`src/rtl/wb_arb_pkg.sv`:
```
// Shared types and constants for the register-file write-port arbiter.
// Queue entries carry a destination register and the result data.
package wb_arb_pkg;

  localparam int XLEN     = 32;
  localparam int REG_AW   = 5;
  localparam int NUM_REGS = 1 << REG_AW;

  typedef struct packed {
    logic [REG_AW-1:0] rd;
    logic [XLEN-1:0]   data;
  } wb_entry_t;

endpackage

```
`src/rtl/wb_arb_fifo.sv`:
```
// Small synchronous FIFO for long-latency results, with a flattened
// valid/rd view of every slot so the top can build the busy mask.
module wb_arb_fifo
  import wb_arb_pkg::*;
#(
  parameter int DEPTH = 2
) (
  input  logic                     clk,
  input  logic                     rst,
  input  logic                     push,
  input  wb_entry_t                push_entry,
  input  logic                     pop,
  output logic                     full,
  output logic                     empty,
  output wb_entry_t                head,
  output logic [DEPTH-1:0]         entry_valid,
  output logic [DEPTH*REG_AW-1:0]  entry_rd
);

  localparam int PTR_W = $clog2(DEPTH);

  wb_entry_t        mem [DEPTH];
  logic [PTR_W-1:0] wr_ptr;
  logic [PTR_W-1:0] rd_ptr;
  logic [PTR_W:0]   count;
  logic             do_push;
  logic             do_pop;

  assign do_push = push && !full;
  assign do_pop  = pop && !empty;
  assign full    = (count == (PTR_W+1)'(DEPTH));
  assign empty   = (count == '0);
  assign head    = mem[rd_ptr];

  // NOTE: state registers use non-blocking assignments so every flop samples pre-edge values.
  always_ff @(posedge clk) begin
    if (rst) begin
      wr_ptr <= '0;
      rd_ptr <= '0;
      count  <= '0;
    end else begin
      if (do_push) wr_ptr <= wr_ptr + 1'b1;
      if (do_pop)  rd_ptr <= rd_ptr + 1'b1;
      case ({do_push, do_pop})
        2'b10:   count <= count + 1'b1;
        2'b01:   count <= count - 1'b1;
        default: count <= count;
      endcase
    end
  end

  // NOTE: storage is deliberately not reset; slot validity comes only from the pointers and count.
  always_ff @(posedge clk) begin
    if (do_push) mem[wr_ptr] <= push_entry;
  end

  // A slot is live when its distance from the read pointer is below the occupancy.
  for (genvar i = 0; i < DEPTH; i++) begin : g_view
    logic [PTR_W-1:0] offset;
    assign offset         = PTR_W'(i) - rd_ptr;
    assign entry_valid[i] = ({1'b0, offset} < count);
    assign entry_rd[i*REG_AW +: REG_AW] = mem[i].rd;
  end

endmodule

```
`src/rtl/wb_port_arbiter.sv`:
```
// Shares the register-file write port: pipeline writeback always wins, queued
// long-latency results drain on idle cycles, and starvation requests a bubble.
module wb_port_arbiter
  import wb_arb_pkg::*;
#(
  parameter int DEPTH        = 2,
  parameter int STARVE_LIMIT = 8
) (
  input  logic                clk,
  input  logic                rst,
  input  logic                pipe_we,
  input  logic [REG_AW-1:0]   pipe_rd,
  input  logic [XLEN-1:0]     pipe_data,
  input  logic                lu_valid,
  input  logic [REG_AW-1:0]   lu_rd,
  input  logic [XLEN-1:0]     lu_data,
  output logic                lu_ready,
  output logic                rf_we,
  output logic [REG_AW-1:0]   rf_waddr,
  output logic [XLEN-1:0]     rf_wdata,
  output logic                stall_req,
  output logic [NUM_REGS-1:0] busy_mask
);

  localparam int CNT_W = $clog2(STARVE_LIMIT + 1);

  logic                     fifo_push;
  logic                     fifo_pop;
  logic                     fifo_full;
  logic                     fifo_empty;
  wb_entry_t                fifo_head;
  wb_entry_t                lu_entry;
  logic [DEPTH-1:0]         entry_valid;
  logic [DEPTH*REG_AW-1:0]  entry_rd;
  logic [CNT_W-1:0]         starve_cnt;

  assign lu_ready      = !rst && !fifo_full;
  assign lu_entry.rd   = lu_rd;
  assign lu_entry.data = lu_data;
  // Writes to x0 complete the handshake but are never queued.
  assign fifo_push     = lu_valid && lu_ready && (lu_rd != '0);

  wb_arb_fifo #(.DEPTH(DEPTH)) u_fifo (
    .clk         (clk),
    .rst         (rst),
    .push        (fifo_push),
    .push_entry  (lu_entry),
    .pop         (fifo_pop),
    .full        (fifo_full),
    .empty       (fifo_empty),
    .head        (fifo_head),
    .entry_valid (entry_valid),
    .entry_rd    (entry_rd)
  );

  // NOTE: every combinational output gets a default first so no path can infer a latch.
  always_comb begin
    fifo_pop = 1'b0;
    rf_we    = 1'b0;
    rf_waddr = '0;
    rf_wdata = '0;
    if (pipe_we) begin
      rf_we    = 1'b1;
      rf_waddr = pipe_rd;
      rf_wdata = pipe_data;
    end else if (!fifo_empty && !rst) begin
      rf_we    = 1'b1;
      rf_waddr = fifo_head.rd;
      rf_wdata = fifo_head.data;
      fifo_pop = 1'b1;
    end
  end

  // The head being popped this cycle still reports busy until the edge.
  always_comb begin
    busy_mask = '0;
    if (!rst) begin
      for (int i = 0; i < DEPTH; i++) begin
        if (entry_valid[i]) busy_mask[entry_rd[i*REG_AW +: REG_AW]] = 1'b1;
      end
    end
    busy_mask[0] = 1'b0;
  end

  always_ff @(posedge clk) begin
    if (rst) begin
      starve_cnt <= '0;
    end else if (fifo_pop || fifo_empty) begin
      starve_cnt <= '0;
    end else if (pipe_we && (starve_cnt != CNT_W'(STARVE_LIMIT))) begin
      starve_cnt <= starve_cnt + 1'b1;
    end
  end

  // Bubble is held until the queued head actually drains.
  always_ff @(posedge clk) begin
    if (rst) begin
      stall_req <= 1'b0;
    end else if (fifo_pop) begin
      stall_req <= 1'b0;
    end else if (starve_cnt == CNT_W'(STARVE_LIMIT)) begin
      stall_req <= 1'b1;
    end
  end

endmodule

```
`config.mk`:
```
export PLATFORM = sky130hd
export DESIGN_NAME = wb_port_arbiter
export DESIGN_NICKNAME = d
export VERILOG_FILES = /design/src/rtl/wb_arb_pkg.sv /design/src/rtl/wb_arb_fifo.sv /design/src/rtl/wb_port_arbiter.sv
export SDC_FILE = /design/constraint.sdc
export NUM_CORES = 1
export LEC_CHECK = 0
export CAP_MARGIN = 40
export CORE_UTILIZATION = 48
export CTS_BUF_LIST = sky130_fd_sc_hd__clkbuf_4 sky130_fd_sc_hd__clkbuf_8 sky130_fd_sc_hd__clkbuf_16
export DETAILED_ROUTE_END_ITERATION = 10
export MAX_ROUTING_LAYER = met4
export PLACE_DENSITY_LB_ADDON = 0.05
export SKIP_LAST_GASP = 1
export SLEW_MARGIN = 10
export SYNTH_ARGS = -nofsm -noshare
export SYNTH_HDL_FRONTEND = slang
export SYNTH_SLANG_ARGS = --single-unit
```
`constraint.sdc`:
```
create_clock -name clk -period 4.7 [get_ports clk]
set_input_delay 0.94 -clock clk [delete_from_list [all_inputs] [get_ports clk]]
set_output_delay 0.94 -clock clk [all_outputs]
set_load 0.03 [all_outputs]
```
==> impl_results.md <==
* Full die area at just under 0.009 sq mm
* CP Capture Type: output port
* Drt drc at 0
* Critical path required time at between 3 and 4 ns
* Layout Nets at 550
* Synthesized area per cell at roughly 12 sq um
* Leading register cell type out of synthesis: edfxtp_1
* Clock sink count at 84
* Crit Path Category: input port to output port
* CTS H-tree depth at 3
* Largest net degree at the start of global routing at 46
* Pins Over Slew Limit at 0
* Core ar. at around 0.0079 sq mm
* PortBufs at about 150
* Synthesis-to-layout area growth at 46.5%
* Post-Route WL at approximately 9600 um
* Largest area contributor in the netlist: edfxtp_1
* Final period util at 86.7%
* Commonest non-fill, non-tap cell in the layout: clkdlybuf4s50_1
* CP max FO at 21
* Status: finished clean
* Worst setup SP type: input port
* Clk_skew at about 0.012 ns
* Buf+Inv Stages, Crit Path at 3
* Relative slew slack at a little over half
* Largest cells by area after synthesis: edfxtp_1 56%, mux2i_1 9.8%, o31ai_1 7.0%
* Setup TNS at 0 ns
* Number of synthesized flops with an enable pin at 74
* Max cap viols at 0
* Reg clk slew, reported paths at 0.07 ns
* Total CTS buffers at 9
* Sequential area share after synthesis at between 60 and 70%
* Worst VDD drop at around 0.21 mV
* Crit-path cells: clkdlybuf4s50_1 -> o21bai_4 -> buf_16 -> o31ai_1 -> clkdlybuf4s50_1
* First-pass GRT wire length at 14900 um
* Initial Utilization at approximately 50%
* FFs w/ async S/R, synth at 0%
* Post-DR wirelength/cell at roughly 17 um
* Routed Antenna Nets at 0
* Setup repair after global routing missed its margin: no
* Crit path top cell by count: clkdlybuf4s50_1
* Number of global-route vias before repair at 3146
* Post-synth cell types at 34
* CP arrival at 3.13 ns
* DRT iter0 DRCs at 148
* Least-Margin Pin Slew at approximately 0.7 ns
* Routability cong. at 0.921
* Io pins at 150
* Clock Path Buffers at 2
* Final Hold Vio Count at 0
* Antenna fix cells at 0
* Delay of the slowest cell on the worst path at roughly 0.71 ns
* Hold Path Class: flip-flop to flip-flop
* Post-Syn Instances at about 330
* Clock root cell: clkbuf_8
* Drt pass-1 iters at 4
* Die height at around 93 um
* Layout cells sized above 1 at under 10%
* #FFs+latches synth at 84
* CTS resizes at 0
* Power per cell area at around 310 mW/mm^2
* Slowest CP cell: clkdlybuf4s50_1
* Most frequent cells in the layout: 147 x clkdlybuf4s50_1, 74 x edfxtp_1, 51 x nand2_1
* Via count at 3157
* CTS tree: built
* Syn Nets at slightly above 400
* Leak at ~1.9 nW
* Total GRT Usage at between 20% and 30%
* Die Span X at 93.0 um
* Synthesis Warnings at 0
* Overall power at between 1.5 and 2 mW
* Mapped Area at about 0.004 sq mm
* Cts hold-fix bufs at 0
* Max Freq at 0.245 GHz
* Gr ovfl total at 0
* Via/cell ratio at about 5.5
* # setup viols final at 0
* Top cell type's share of synthesized area at a little under three fifths
* Initial antenna violation count at 0
* Number of cell rows at 32
* Post-CTS Setup Repair Bufs at 0
* Worst-skew pair later-pin latency at around 0.34 ns
* Critical path's top delay family: buffers and inverters
* Final Critical Period at between 4 and 5 ns
* Post-DP HPWL at ~6900 um
==> layout make-up <==
type | instances | area [sq um]
clock buffer | 10 | 131
clock inverter | 6 | 88.8
fill | 542 | 2060
sequential | 84 | 2420
multi-input combinational | 214 | 1460
tap | 102 | 128
timing repair buffer | 155 | 1570
inverter | 5 | 18.8
==> logic make-up after synthesis <==
family                     synth area share (%)
other                                    0.0943
xor gates and xnor gates                   1.10
adders and majority gates                 0.944
DFF                                        60.9
and+or+nand+nor                            9.91
buffers and inverters                      2.99
muxes                                      10.4
AOI/OAI and AO/OA                          13.7
==> state kept, by name, summed over array words and instances (netlist names), named ones only <==
register,flops
stall_req,1
starve_cnt,4
u_fifo.count,2
u_fifo.rd_ptr,1
u_fifo.wr_ptr,1
u_fifo.mem,74
==> Yosys cell counts, types with 3 or more instances <==
library cell and count:
a21oi_1 3, o31ai_1 37, buf_2 8, inv_1 4, dfxtp_1 10, edfxtp_1 74, clkbuf_1 11, mux2i_1 39
o22ai_1 29, buf_1 3, nand3_1 6, xnor2_1 3, nand3b_1 3, nand2_1 51, nor2_1 13, nor2b_1 6
ha_1 3
==> layer usage <==
| metal | track usage [%] | vias up | routed length, um |
|---|---|---|---|
| li1 | - | 1534 | - |
| met1 | 25.9 | 1466 | 3940 |
| met2 | 40.8 | 143 | 4850 |
| met3 | 4.39 | 14 | 596 |
| met4 | 10.9 | 0 | 178 |
| met5 | - | - | 0 |
==> worst paths after layout <==
path / startpoint / endpoint / slack [ns] / cells after the start
hold reg to reg: stall_req / stall_req / 0.53 / 1
setup / recovery: rst / rf_wdata[27] / 0.63 / 5
hold / removal: stall_req / stall_req / 0.53 / 1
setup reg to reg: u_fifo.count[0] / u_fifo.mem[1][16] / 2.35 / 5
==> power breakdown <==
group	switching [mW]	internal, mW	leakage (nW)	total, mW
combinational	0.207	0.179	1.02	0.386
sequential	0.0208	0.854	0.760	0.875
clock	0.247	0.305	0.108	0.553
total	0.475	1.34	1.89	1.81
==> per-stage QoR <==
stage                     cell area [sq um]  util [%]  worst slack (ns)  std cells  hold WS (ns)
after floorplan                        3980         -             0.749        326         0.450
after global placement                 5560      70.5             0.718        558         0.486
after detailed placement               5610      71.1             0.634        560         0.506
after CTS                              5830      73.9             0.633        576         0.525
after global routing                   5830      73.9             0.517        576         0.552
final                                  5830      73.9             0.626        576         0.530
(Power assumes the default switching activity.)
